<file path="src/rtl/display_pkg.sv">
// display_pkg -- shared types and constants for the display-memory writers.
//
// Contents:
//   COUNT_W            width of the binary count fed to the digit writer
//   DIGIT_W            width of one decimal digit / glyph index
//   BLANK_GLYPH        glyph index drawn as an empty cell
//   MAX_COUNT          largest count that fits in three decimal digits
//   DEFAULT_COUNT_ADDR base word address of the three-digit count record
//   dw_state_t         digit_writer sequencer states
//   cv_phase_t         bin_to_bcd3 subtract phases
//   clamp_count()      saturate a count to MAX_COUNT
package display_pkg;

  localparam int unsigned     COUNT_W            = 10;
  localparam int unsigned     DIGIT_W            = 4;
  localparam logic [3:0]      BLANK_GLYPH        = 4'hA;
  localparam logic [9:0]      MAX_COUNT          = 10'd999;
  localparam logic [15:0]     DEFAULT_COUNT_ADDR = 16'h0100;

  typedef enum logic [2:0] {
    IDLE,
    SUB_HUN,
    SUB_TEN,
    WR_ONE,
    WR_TEN,
    WR_HUN,
    DONE
  } dw_state_t;

  typedef enum logic [1:0] {
    CV_IDLE,
    CV_HUN,
    CV_TEN
  } cv_phase_t;

  function automatic logic [COUNT_W-1:0] clamp_count(input logic [COUNT_W-1:0] v);
    return (v > MAX_COUNT) ? MAX_COUNT : v;
  endfunction

endpackage

</file>
<file path="src/rtl/digit_writer_if.sv">
// digit_writer_if -- request and memory-write bundle of the digit writer.
//
// Signals:
//   start      request conversion/write of value (sampled while idle)
//   value      binary count to display
//   busy       writer is not idle
//   done       one-cycle pulse after the third write commits
//   mem_we     display memory write request
//   mem_gnt    display memory write grant
//   mem_addr   display memory word address
//   mem_wdata  display memory write data (glyph index, zero-extended)
//
// Modports:
//   slave   the digit writer itself
//   master  the surrounding logic (count producer + memory arbiter)
interface digit_writer_if;
  import display_pkg::*;

  logic                start;
  logic [COUNT_W-1:0]  value;
  logic                busy;
  logic                done;
  logic                mem_we;
  logic                mem_gnt;
  logic [15:0]         mem_addr;
  logic [15:0]         mem_wdata;

  modport slave (
    input  start, value, mem_gnt,
    output busy, done, mem_we, mem_addr, mem_wdata
  );

  modport master (
    output start, value, mem_gnt,
    input  busy, done, mem_we, mem_addr, mem_wdata
  );

endinterface

</file>
<file path="src/rtl/bin_to_bcd3.sv">
// bin_to_bcd3 -- clamp a 10-bit count to 999 and split it into three
// decimal digits by repeated subtraction (hundreds first, then tens).
//
// Ports:
//   clk, reset   clock, synchronous active-low reset
//   load_i       latch value_i and start converting (ignored unless idle)
//   value_i      binary count
//   busy_o       a conversion is in progress
//   hun_done_o   last hundreds-phase cycle (remainder already < 100)
//   valid_o      last tens-phase cycle; hun_o/ten_o/ones_o are final
//   hun_o        hundreds digit
//   ten_o        tens digit
//   ones_o       ones digit (low bits of the remainder)
//
// Digits hold their values after the conversion until the next load.
module bin_to_bcd3
  import display_pkg::*;
(
  input  logic               clk,
  input  logic               reset,
  input  logic               load_i,
  input  logic [COUNT_W-1:0] value_i,
  output logic               busy_o,
  output logic               hun_done_o,
  output logic               valid_o,
  output logic [DIGIT_W-1:0] hun_o,
  output logic [DIGIT_W-1:0] ten_o,
  output logic [DIGIT_W-1:0] ones_o
);

  cv_phase_t          phase_q, phase_d;
  logic [COUNT_W-1:0] rem_q,   rem_d;
  logic [DIGIT_W-1:0] hun_q,   hun_d;
  logic [DIGIT_W-1:0] ten_q,   ten_d;

  always_comb begin
    phase_d = phase_q;
    rem_d   = rem_q;
    hun_d   = hun_q;
    ten_d   = ten_q;
    unique case (phase_q)
      CV_IDLE: begin
        if (load_i) begin
          rem_d   = clamp_count(value_i);
          hun_d   = '0;
          ten_d   = '0;
          phase_d = CV_HUN;
        end
      end
      CV_HUN: begin
        if (rem_q >= 10'd100) begin
          rem_d = rem_q - 10'd100;
          hun_d = hun_q + 4'd1;
        end else begin
          phase_d = CV_TEN;
        end
      end
      CV_TEN: begin
        if (rem_q >= 10'd10) begin
          rem_d = rem_q - 10'd10;
          ten_d = ten_q + 4'd1;
        end else begin
          phase_d = CV_IDLE;
        end
      end
      default: phase_d = CV_IDLE;
    endcase
  end

  always_ff @(posedge clk) begin
    if (!reset) begin
      phase_q <= CV_IDLE;
      rem_q   <= '0;
      hun_q   <= '0;
      ten_q   <= '0;
    end else begin
      phase_q <= phase_d;
      rem_q   <= rem_d;
      hun_q   <= hun_d;
      ten_q   <= ten_d;
    end
  end

  // Phase-exit flags are combinational so the sequencer can switch state on
  // the same edge the converter does.
  assign busy_o     = (phase_q != CV_IDLE);
  assign hun_done_o = (phase_q == CV_HUN) && (rem_q < 10'd100);
  assign valid_o    = (phase_q == CV_TEN) && (rem_q < 10'd10);
  assign hun_o      = hun_q;
  assign ten_o      = ten_q;
  // Once in the tens phase exits, rem_q < 10, so its low nibble is the ones digit.
  assign ones_o     = rem_q[DIGIT_W-1:0];

endmodule

</file>
<file path="src/rtl/digit_writer.sv">
// digit_writer -- convert a 10-bit count to three decimal glyph indices and
// write them to display memory: ones at COUNT_ADDR, tens at COUNT_ADDR+1,
// hundreds at COUNT_ADDR+2. A write commits on an edge with mem_we && mem_gnt;
// a low grant stretches the current write state.
//
// Ports:
//   clk     clock
//   reset   synchronous, active-low
//   bus     digit_writer_if.slave (start/value request, busy/done status,
//           mem_we/mem_gnt/mem_addr/mem_wdata memory write port)
//
// Parameters:
//   COUNT_ADDR  base word address of the three-digit record
//
// Build option:
//   DIGIT_WRITER_BLANK_EN  leading-zero blanking: hundreds 0 -> BLANK_GLYPH,
//                          tens 0 -> BLANK_GLYPH when hundreds is also 0.
//
// All outputs are registered; they are computed from the next state.
module digit_writer
  import display_pkg::*;
#(
  parameter logic [15:0] COUNT_ADDR = DEFAULT_COUNT_ADDR
) (
  input  logic           clk,
  input  logic           reset,
  digit_writer_if.slave  bus
);

  dw_state_t state_q, state_d;

  logic        busy_q,      busy_d;
  logic        done_q,      done_d;
  logic        mem_we_q,    mem_we_d;
  logic [15:0] mem_addr_q,  mem_addr_d;
  logic [15:0] mem_wdata_q, mem_wdata_d;

  logic               cv_load;
  logic               cv_busy;
  logic               cv_hun_done;
  logic               cv_valid;
  logic [DIGIT_W-1:0] cv_hun, cv_ten, cv_ones;
  logic [DIGIT_W-1:0] hun_glyph, ten_glyph;

  assign cv_load = (state_q == IDLE) && bus.start && !cv_busy;

  bin_to_bcd3 u_cv (
    .clk        (clk),
    .reset      (reset),
    .load_i     (cv_load),
    .value_i    (bus.value),
    .busy_o     (cv_busy),
    .hun_done_o (cv_hun_done),
    .valid_o    (cv_valid),
    .hun_o      (cv_hun),
    .ten_o      (cv_ten),
    .ones_o     (cv_ones)
  );

`ifdef DIGIT_WRITER_BLANK_EN
  assign hun_glyph = (cv_hun == '0) ? BLANK_GLYPH : cv_hun;
  assign ten_glyph = (cv_hun == '0 && cv_ten == '0) ? BLANK_GLYPH : cv_ten;
`else
  assign hun_glyph = cv_hun;
  assign ten_glyph = cv_ten;
`endif

  // Next state.
  always_comb begin
    state_d = state_q;
    unique case (state_q)
      IDLE:    if (cv_load)     state_d = SUB_HUN;
      SUB_HUN: if (cv_hun_done) state_d = SUB_TEN;
      SUB_TEN: if (cv_valid)    state_d = WR_ONE;
      WR_ONE:  if (bus.mem_gnt) state_d = WR_TEN;
      WR_TEN:  if (bus.mem_gnt) state_d = WR_HUN;
      WR_HUN:  if (bus.mem_gnt) state_d = DONE;
      DONE:                     state_d = IDLE;
      default:                  state_d = IDLE;
    endcase
  end

  // Registered outputs, derived from the state being entered.
  always_comb begin
    busy_d      = (state_d != IDLE);
    done_d      = (state_d == DONE);
    mem_we_d    = 1'b0;
    mem_addr_d  = mem_addr_q;
    mem_wdata_d = mem_wdata_q;
    unique case (state_d)
      WR_ONE: begin
        mem_we_d    = 1'b1;
        mem_addr_d  = COUNT_ADDR;
        mem_wdata_d = {{(16-DIGIT_W){1'b0}}, cv_ones};
      end
      WR_TEN: begin
        mem_we_d    = 1'b1;
        mem_addr_d  = COUNT_ADDR + 16'd1;
        mem_wdata_d = {{(16-DIGIT_W){1'b0}}, ten_glyph};
      end
      WR_HUN: begin
        mem_we_d    = 1'b1;
        mem_addr_d  = COUNT_ADDR + 16'd2;
        mem_wdata_d = {{(16-DIGIT_W){1'b0}}, hun_glyph};
      end
      default: ;
    endcase
  end

  always_ff @(posedge clk) begin
    if (!reset) begin
      state_q     <= IDLE;
      busy_q      <= 1'b0;
      done_q      <= 1'b0;
      mem_we_q    <= 1'b0;
      mem_addr_q  <= '0;
      mem_wdata_q <= '0;
    end else begin
      state_q     <= state_d;
      busy_q      <= busy_d;
      done_q      <= done_d;
      mem_we_q    <= mem_we_d;
      mem_addr_q  <= mem_addr_d;
      mem_wdata_q <= mem_wdata_d;
    end
  end

  assign bus.busy      = busy_q;
  assign bus.done      = done_q;
  assign bus.mem_we    = mem_we_q;
  assign bus.mem_addr  = mem_addr_q;
  assign bus.mem_wdata = mem_wdata_q;

endmodule

</file>
<file path="src/flat_wrapper.sv">
// flat-port wrapper written by rule: the top's interface ports become plain ports
module digit_writer_flat import display_pkg::*;
#(
  parameter logic [15:0] COUNT_ADDR = DEFAULT_COUNT_ADDR
)
  (clk, reset, bus_start, bus_value, bus_mem_gnt, bus_busy, bus_done, bus_mem_we, bus_mem_addr, bus_mem_wdata);
  digit_writer_if bus_i ();
  input  logic clk;
  input  logic reset;
  input wire logic [$bits(bus_i.start)-1:0] bus_start;
  input wire logic [$bits(bus_i.value)-1:0] bus_value;
  input wire logic [$bits(bus_i.mem_gnt)-1:0] bus_mem_gnt;
  output wire logic [$bits(bus_i.busy)-1:0] bus_busy;
  output wire logic [$bits(bus_i.done)-1:0] bus_done;
  output wire logic [$bits(bus_i.mem_we)-1:0] bus_mem_we;
  output wire logic [$bits(bus_i.mem_addr)-1:0] bus_mem_addr;
  output wire logic [$bits(bus_i.mem_wdata)-1:0] bus_mem_wdata;
  assign bus_i.start = bus_start;
  assign bus_i.value = bus_value;
  assign bus_i.mem_gnt = bus_mem_gnt;
  assign bus_busy = bus_i.busy;
  assign bus_done = bus_i.done;
  assign bus_mem_we = bus_i.mem_we;
  assign bus_mem_addr = bus_i.mem_addr;
  assign bus_mem_wdata = bus_i.mem_wdata;
  digit_writer #(.COUNT_ADDR(COUNT_ADDR)) u_core (.clk(clk), .reset(reset), .bus(bus_i));
endmodule
</file>
<file path="config.mk">
export PLATFORM = sky130hd
export DESIGN_NAME = digit_writer_flat
export DESIGN_NICKNAME = d
export VERILOG_FILES = /design/src/rtl/display_pkg.sv /design/src/rtl/digit_writer_if.sv /design/src/rtl/bin_to_bcd3.sv /design/src/rtl/digit_writer.sv /design/src/flat_wrapper.sv
export SDC_FILE = /design/constraint.sdc
export NUM_CORES = 1
export LEC_CHECK = 0
export ABC_AREA = 1
export CORE_ASPECT_RATIO = 0.8
export CORE_MARGIN = 2
export CORE_UTILIZATION = 58
export CTS_BUF_LIST = sky130_fd_sc_hd__clkbuf_4
export DETAILED_ROUTE_END_ITERATION = 8
export PLACE_DENSITY = 0.95
export RECOVER_POWER = 50
export SYNTH_ARGS = -nofsm -noshare
export SYNTH_HDL_FRONTEND = slang
export SYNTH_SLANG_ARGS = --single-unit
</file>
<file path="constraint.sdc">
create_clock -name clk -period 3.4 [get_ports clk]
set_input_delay 0.34 -clock clk [delete_from_list [all_inputs] [get_ports clk]]
set_output_delay 0.34 -clock clk [all_outputs]
set_load 0.01 [all_outputs]
</file>
==> results, run 1 <==
- The run finished with clean final reports.
- The number of buffers inserted for hold repair after clock tree synthesis is 0.
- The maximum clock skew at final layout is 11.03 ps.
- For this run the aggregate overflow at the end of global routing stands at 0.
- The worst setup path is of the flip-flop to flip-flop kind.
- The number of placed cells counting well taps is 440.
- The part of the Yosys area used for sequential elements is 26.99%.
- The CTS H-tree depth is 2.
- The initial antenna violation count was 0.
- In this run the critical register-to-register path is launched from u_core.u_cv.rem_q[2].
- The worst hold-check slack is 485.6 ps.
- The pre-antenna-repair detailed-routing pass consisted of 5 iterations.
- The aggregate global-route resource usage is 25.65%.
- Among all flip-flop cells after synthesis, the most frequent one is sky130_fd_sc_hd__dfxtp_1.
- The peak supply drop is 0.4270 mV.
- The power per unit of standard cell area is 763.3 nW/µm².
- The leakage component of the power is 1.260 nW.
- Once layout is complete, the utilization of the core stands at 64.15%.
- Dividing the final minimum period by the clock period gives 65.20%.
- Of the cells placed in the final design, the portion with a size suffix greater than 1 is 8.951%.
- The largest net degree at the start of global routing is 19.
- For this run, the number of Yosys warnings is 0.
- The via count is 2428.
- The buffer type at the clock tree root is sky130_fd_sc_hd__clkbuf_4.
- Of the post-synthesis cell area, the dominant cell type holds 26.99%.
- In this run the cell area of the synthesized design comes to 2447 µm².
- The placed cell area is 2618 µm².
- The synthesized netlist cell count is 368.
- The aggregate negative setup slack is 0 ps.
- Leaving out fill and tap cells, the most frequent cells in the layout are sky130_fd_sc_hd__nand2_1 (73), sky130_fd_sc_hd__inv_1 (45), sky130_fd_sc_hd__nand3_1 (34).
- In this run the critical register-to-register path is captured at u_core.bus.mem_wdata[2].
- The slew at the pin closest to its max-slew limit is 748.5 ps.
- The die is 76.63 µm wide.
- The clock insertion delay at the later pin of the skew report is 340 ps.
- At the worst endpoint, the required time is 3640 ps.
- For this design the top-level I/O count stands at 49.
- The count of antenna diodes in the layout is 0.
- Dividing the detail-routed wire length by the instance count gives 13.23 µm.
- The die height is 62.10 µm.
- The library cell used most frequently in the layout, excluding fill and tap cells, is sky130_fd_sc_hd__nand2_1.
- The post-route antenna net violation count is 0.
- Setup violations remaining at the end of the flow were counted as 0.
- The worst-case hold path end point is u_core.bus.mem_addr[1].
- The die covers 4758 µm².
- The async set-reset flop share out of synthesis is 0%.
- Setup repair after global routing left no endpoint under its margin.
- The worst reg-to-reg setup slack is 1180 ps.
- The clock passes through at most 2 buffers.
- The fmax is 451.1 MHz.
- The average footprint of a synthesized cell is 6.650 µm².
- The post-CTS setup buffer count is 0.
- The wire length after detailed routing is 5927 µm.
- The headroom to the max-slew limit is 50.10%.
- The summed area of non-filler cells in the final layout is 2646 µm².
- The quantity of I/O buffers inserted on ports is 23.
- Row generation in the floorplan step produced 21 rows.
- The peak fanout along the critical path is 6.
- The total count of max-transition violations in the final report is 0.
- The worst min-delay path category is flip-flop to flip-flop.
- The type of destination of the critical path is a flip-flop.
- The first global-routing pass estimated 9804 µm of wire.
- The number of global-route vias before repair is 2210.
- STA classifies the critical path startpoint as a flip-flop.
- Detailed placement finished with a half-perimeter wire length of 4392 µm.
- The count of flip-flops with a built-in enable after synthesis is 0.
- The total of cells resized after clock tree synthesis is 0.
- The initial DRC count is 248.
- The area overhead of the layout relative to synthesis is 8.129%.
- After detailed routing, the number of vias per cell comes to 5.420.
- Excluding fillers, the count of instances in the completed layout stands at 448.
- After synthesis the netlist holds a flip-flop and latch count of 33.
- The arrival time reported for the critical path endpoint is 2460 ps.
- The core area is 4125 µm².
- Of all cell types, the one taking the most synthesized area is sky130_fd_sc_hd__dfxtp_1.
- The origin of the worst min-delay path is u_core.bus.mem_addr[1].
- Counting instances, the worst hold path has a depth of 2.
- The routability congestion estimate from global placement is 0.9477.
- The count of maximum capacitance violations is 0.
- The number of failing hold endpoints at the final stage is 0.
- The distinct cell type count of the synthesized netlist is 43.
- The TritonCTS buffer count is 5.
- The critical path starts at u_core.u_cv.rem_q[2].
- After clock tree synthesis, the clock-pin slew on the worst setup and hold paths is 110 ps.
- The clock tree from TritonCTS is yes.
- The time the final worst path needs with I/O delays and setup is 2217 ps.
- The number of cells traversed by the worst register-to-register path is 14.
- The remaining routing DRC violations is 0.
- The clock net sink count is 33.
- The initial cell density of the core is 59.33%.
- The final net count is 415.
- Sorting the synthesized cells by area gives the leading types as sky130_fd_sc_hd__dfxtp_1 (27%), sky130_fd_sc_hd__nand2_1 (11%), sky130_fd_sc_hd__buf_4 (7.7%), sky130_fd_sc_hd__inv_1 (6.9%), sky130_fd_sc_hd__nand3_1 (6.7%).
==> layer usage <==
metal / vias up / wire, µm / part of all wire [%] / track usage [%]
li1: 1183 / - / - / -
met3: 11 / 478 / 8.1 / 6.105
met4: 0 / 100 / 1.7 / 10.91
met2: 120 / 2813 / 47 / 42.15
met5: - / 0 / 0 / 0
met1: 1114 / 2534 / 43 / 32.39
==> worst max-delay path, stage by stage (launching register included) <==
cell and delay [ps]:
sky130_fd_sc_hd__dfxtp_1 430, sky130_fd_sc_hd__inv_1 150, sky130_fd_sc_hd__ha_1 220, sky130_fd_sc_hd__nand2_1 60, sky130_fd_sc_hd__nand2_1 110, sky130_fd_sc_hd__nor2_1 340
sky130_fd_sc_hd__nand3_4 150, sky130_fd_sc_hd__nand2_1 100, sky130_fd_sc_hd__nand2_1 80, sky130_fd_sc_hd__nand2_4 110, sky130_fd_sc_hd__nand2_1 60, sky130_fd_sc_hd__nand2_1 70
sky130_fd_sc_hd__nand3_1 90, sky130_fd_sc_hd__nand2_1 90, sky130_fd_sc_hd__inv_1 40
==> cells in the mapped netlist (5+ instances only) <==
library cell and number:
sky130_fd_sc_hd__a21oi_1 29, sky130_fd_sc_hd__buf_4 25, sky130_fd_sc_hd__clkinv_1 5, sky130_fd_sc_hd__dfxtp_1 33, sky130_fd_sc_hd__ha_1 11, sky130_fd_sc_hd__inv_1 45
sky130_fd_sc_hd__nand2_1 73, sky130_fd_sc_hd__nand2_2 5, sky130_fd_sc_hd__nand3_1 33, sky130_fd_sc_hd__nand4_1 7, sky130_fd_sc_hd__nor2_1 27, sky130_fd_sc_hd__nor2_2 8
sky130_fd_sc_hd__o21ai_0 19
==> cell type report <==
| class | count | area, µm² |
|---|---|---|
| Clock buffer | 5 | 37.54 |
| Tap cell | 57 | 71.32 |
| Inverter | 54 | 202.7 |
| Multi-Input combinational cell | 272 | 1428 |
| Fill cell | 372 | 1479 |
| Sequential cell | 33 | 660.6 |
| Clock inverter | 3 | 12.51 |
| Timing Repair Buffer | 24 | 234.0 |
==> power breakdown <==
| part | switching, mW | total [mW] | leakage (nW) | internal, mW |
|---|---|---|---|---|
| sequential | 0.108 | 0.581 | 0.270 | 0.474 |
| combinational | 0.826 | 1.23 | 0.960 | 0.400 |
| clock | 0.139 | 0.213 | 0.0300 | 0.0747 |
==> how the worst max path moves through the flow <==
stage | to | cells past startpoint
after floorplan | u_core.bus.mem_wdata[2] | 14
after global placement | u_core.u_cv.rem_q[8] | 10
after detailed placement | u_core.u_cv.ten_o[0] | 8
after CTS | u_core.u_cv.ten_o[0] | 8
after global routing | u_core.u_cv.rem_q[2] | 4
final | u_core.bus.mem_wdata[2] | 14
==> registers in the layout (all words and copies together), names as in the netlist <==
register and flops:
u_core.state_q 3, u_core.u_cv.rem_q 10, u_core.bus.mem_we 1, u_core.u_cv.ten_o 4
u_core.bus.mem_wdata 4, u_core.bus.done 1, u_core.u_cv.hun_o 4, u_core.u_cv.phase_q 2
u_core.bus.busy 1, u_core.bus.mem_addr 3
==> kinds of logic (layout without fill, tap and decap cells) <==
group / count (synthesis) / count (layout) / share of synthesized area (%)
fa+ha+maj: 11 / 11 / 5.624
xor+xnor: 4 / 4 / 1.432
other cells: 1 / 25 / 0.1532
buf+inv: 87 / 86 / 17.64
compound gates: 63 / 63 / 14.52
flops: 33 / 33 / 26.99
mux: 1 / 1 / 0.4090
simple gates: 168 / 168 / 33.23
==> through the flow <==
stage          setup WS (ps)  total power [mW]
2_1_floorplan           1744             1.556
3_3_place_gp            1422             1.758
3_5_place_dp            1377             1.800
4_1_cts                 1337             2.013
5_1_grt                 1028             2.186
6_report                1183             2.020
(Power assumes the default switching activity.)
==> run 2: changes to the inputs <==
- CORE_UTILIZATION: 58 -> 48
- PLACE_DENSITY: 0.95 -> 0.86
- clock period: 3.4 -> 1.9 ns (I/O delays scaled with it)
==> results, run 2 (synthesis results as in run 1) <==
- The number of vias per cell is 5.209.
- 0 antenna diodes ended up in the layout.
- The clock-pin slew reported for the worst setup and hold paths after clock tree synthesis is 110 ps.
- The clock insertion delay at the later pin of the skew report is 350 ps.
- The routed design has 5634 µm of wire.
- At the worst endpoint, the required time is 2130 ps.
- After clock tree synthesis, the flow added hold-fix buffers numbering 0.
- Of all nets on the critical path, the largest fanout is 7.
- The worst-case hold path end point is u_core.bus.mem_addr[0].
- The number of cells traversed by the worst hold path is 2.
- The total count of max-transition violations in the final report is 0.
- Setup repair after global routing left no endpoint under its margin.
- Counting every sink on the clock net gives 33.
- In this run the number of cells on the critical path is 10.
- The critical path in this run is classified as flip-flop to flip-flop.
- The arrival time reported for the critical path endpoint is 1990 ps.
- The leakage component of the power is 1.345 nW.
- The critical path goes through inv_1 -> ha_1 -> inv_1 -> a21oi_2 -> inv_1 -> nand3_2 -> nor2_4 -> buf_4 -> o21ai_0 -> nor2_1.
- Summing over every cut layer, the via total after detailed routing is 2438.
- The power per unit of standard cell area is 1398 nW/µm².
- The run finished with clean final reports.
- Leaving out fill and tap cells, the most frequent cells in the layout are sky130_fd_sc_hd__nand2_1 (71), sky130_fd_sc_hd__inv_1 (45), sky130_fd_sc_hd__nand3_1 (32).
- After legalization and detailed placement, the total HPWL measured 4359 µm.
- The largest net degree at the start of global routing is 19.
- The floorplan has 23 rows.
- The tree is rooted in a sky130_fd_sc_hd__clkbuf_4.
- In this run the register-to-register setup slack is 140 ps.
- The count of endpoints failing setup in the final report is 0.
- The worst hold-check slack is 464.7 ps.
- The I/O pin total is 49.
- The cell with the biggest individual delay on the critical path is sky130_fd_sc_hd__dfxtp_1.
- The initial antenna violation count is 0.
- The post-route antenna net violation count is 0.
- The delay contributed by the slowest stage of the critical path is 350 ps.
- In this design, the critical path's most frequently occurring cell is sky130_fd_sc_hd__inv_1.
- The fmax is 566.7 MHz.
- The type of destination of the critical path is a flip-flop.
- The final net count is 430.
- The die height is 67.87 µm.
- The finished cells cover 2818 µm².
- The placed cell area is 2714 µm².
- The element type at the critical path start is a flip-flop.
- The number of flip-flops in the largest register is 10.
- The worst register-to-register path has a depth of 10.
- Once layout is complete, the cells apart from fillers number 468.
- In this run the critical register-to-register path is launched from u_core.u_cv.phase_q[0].
- The remaining routing DRC violations is 0.
- The clock passes through at most 2 buffers.
- From left edge to right edge, the die measures 83.83 µm.
- The first detailed-routing pass ran for 6 iterations.
- The routability congestion estimate from global placement is 0.9298.
- The worst flop-to-flop path endpoint is u_core.u_cv.rem_q[6].
- Counting both buffers and inverters, the worst setup path holds a total of 4.
- After routing, the total negative slack on setup checks comes to 0 ps.
- Grouping stages by cell kind, the critical path spends the most delay in buffers and inverters.
- The final critical path takes up 92.88% of the cycle.
- Buffers placed on the I/O ports in this run total 23.
- After detailed placement, the design holds a cell count of 457.
- The number of global-route vias before repair is 2114.
- The CTS H-tree depth is 2.
- The initial DRC count is 159.
- In the global route stage, overall resource usage came out at 20.07%.
- The area overhead of the layout relative to synthesis is 15.13%.
- The share of cells above drive strength 1 is 15.52%.
- The number of failing hold endpoints at the final stage is 0.
- The origin of the worst min-delay path is u_core.bus.mem_addr[0].
- Clock skew on the completed layout was measured at 11.57 ps.
- The TritonCTS buffer count is 5.
- The library cell used most frequently in the layout, excluding fill and tap cells, is sky130_fd_sc_hd__nand2_1.
- The average detailed-routed wire length per instance is 12.04 µm.
- The floorplan step defined a die boundary enclosing 5689 µm².
- Once the floorplan was initialized, standard cells occupied 49.44% of the core.
- TritonCTS built the clock tree.
- Cells fill 56.93% of the core in the end.
- The count of maximum capacitance violations is 0.
- The time the final worst path needs with I/O delays and setup is 1765 ps.
- Ranked by flip-flop count, first place goes to u_core.u_cv.rem_q.
- The peak supply drop is 0.7158 mV.
- The wire length of the first global-routing pass is 9059 µm.
- The core area is 4950 µm².
- In this run the worst hold path is classified as flip-flop to flip-flop.
- The final global-route overflow total is 0.
[run 2: cell count changes in the layout (fill, tap and decap cells not counted), moves of 2 or more]
cell                       change
sky130_fd_sc_hd__dfxtp_2       +2
sky130_fd_sc_hd__nand3_1       -2
sky130_fd_sc_hd__buf_4        +15
sky130_fd_sc_hd__dfxtp_1       -2
sky130_fd_sc_hd__nand2_2       +2
sky130_fd_sc_hd__clkinv_1      -2
sky130_fd_sc_hd__nand3_2       +2
sky130_fd_sc_hd__nand2_1       -2
sky130_fd_sc_hd__nor2_1        -2
sky130_fd_sc_hd__nor2_4        +3
[run 2: cell type report]
| type | instances | area [µm²] |
|---|---|---|
| Fill cell | 456 | 2132 |
| Multi-Input combinational cell | 273 | 1476 |
| Sequential cell | 33 | 663.1 |
| Timing Repair Buffer | 38 | 342.8 |
| Inverter | 54 | 202.7 |
| Tap cell | 62 | 77.57 |
| Clock buffer | 6 | 45.04 |
| Clock inverter | 2 | 10.01 |
[run 2: timing repair]
item                       in CTS  in global routing
setup endpoints to repair       0                 13
buffers inserted                0                  2
resized for setup               0                  9
[run 2: metal layers]
metal	routed length (µm)	vias up	track usage (%)	share of wire, %
li1	-	1218	-	-
met1	2613	1106	25.06	46
met2	2466	100	34.30	44
met3	431	14	3.860	7.6
met4	122	0	9.274	2.2
met5	0	-	0	0
[run 2: worst max-delay path by stage]
stage / slack (ps) / to / from
floorplan: 240 / u_core.bus.mem_wdata[2] / u_core.u_cv.rem_q[2]
global placement: 140 / u_core.bus.mem_wdata[0] / bus_mem_gnt
detailed placement: 90 / u_core.bus.mem_wdata[0] / bus_mem_gnt
CTS: 100 / u_core.bus.mem_wdata[2] / u_core.u_cv.rem_q[2]
global route: 6 / u_core.bus.mem_wdata[1] / u_core.u_cv.rem_q[2]
finish: 140 / u_core.u_cv.rem_q[6] / u_core.u_cv.phase_q[0]
[run 2: per-stage QoR]
stage / total power [mW] / setup slack, ps
after floorplan: 2.785 / 244.0
after global placement: 3.326 / 137.1
after detailed placement: 3.406 / 94.99
after CTS: 3.818 / 95.56
after global routing: 4.261 / 5.839
final: 3.940 / 135.3
[run 2: worst min-delay path: stages, from the launching register on]
cell and delay (ps):
sky130_fd_sc_hd__dfxtp_1 320, sky130_fd_sc_hd__nand2_1 60, sky130_fd_sc_hd__a21oi_1 50
[run 2: where the power goes]
part / switching (mW) / internal [mW]
Sequential: 0.183 / 0.851
Clock: 0.251 / 0.155
Combinational: 1.54 / 0.958
Total: 1.98 / 1.96
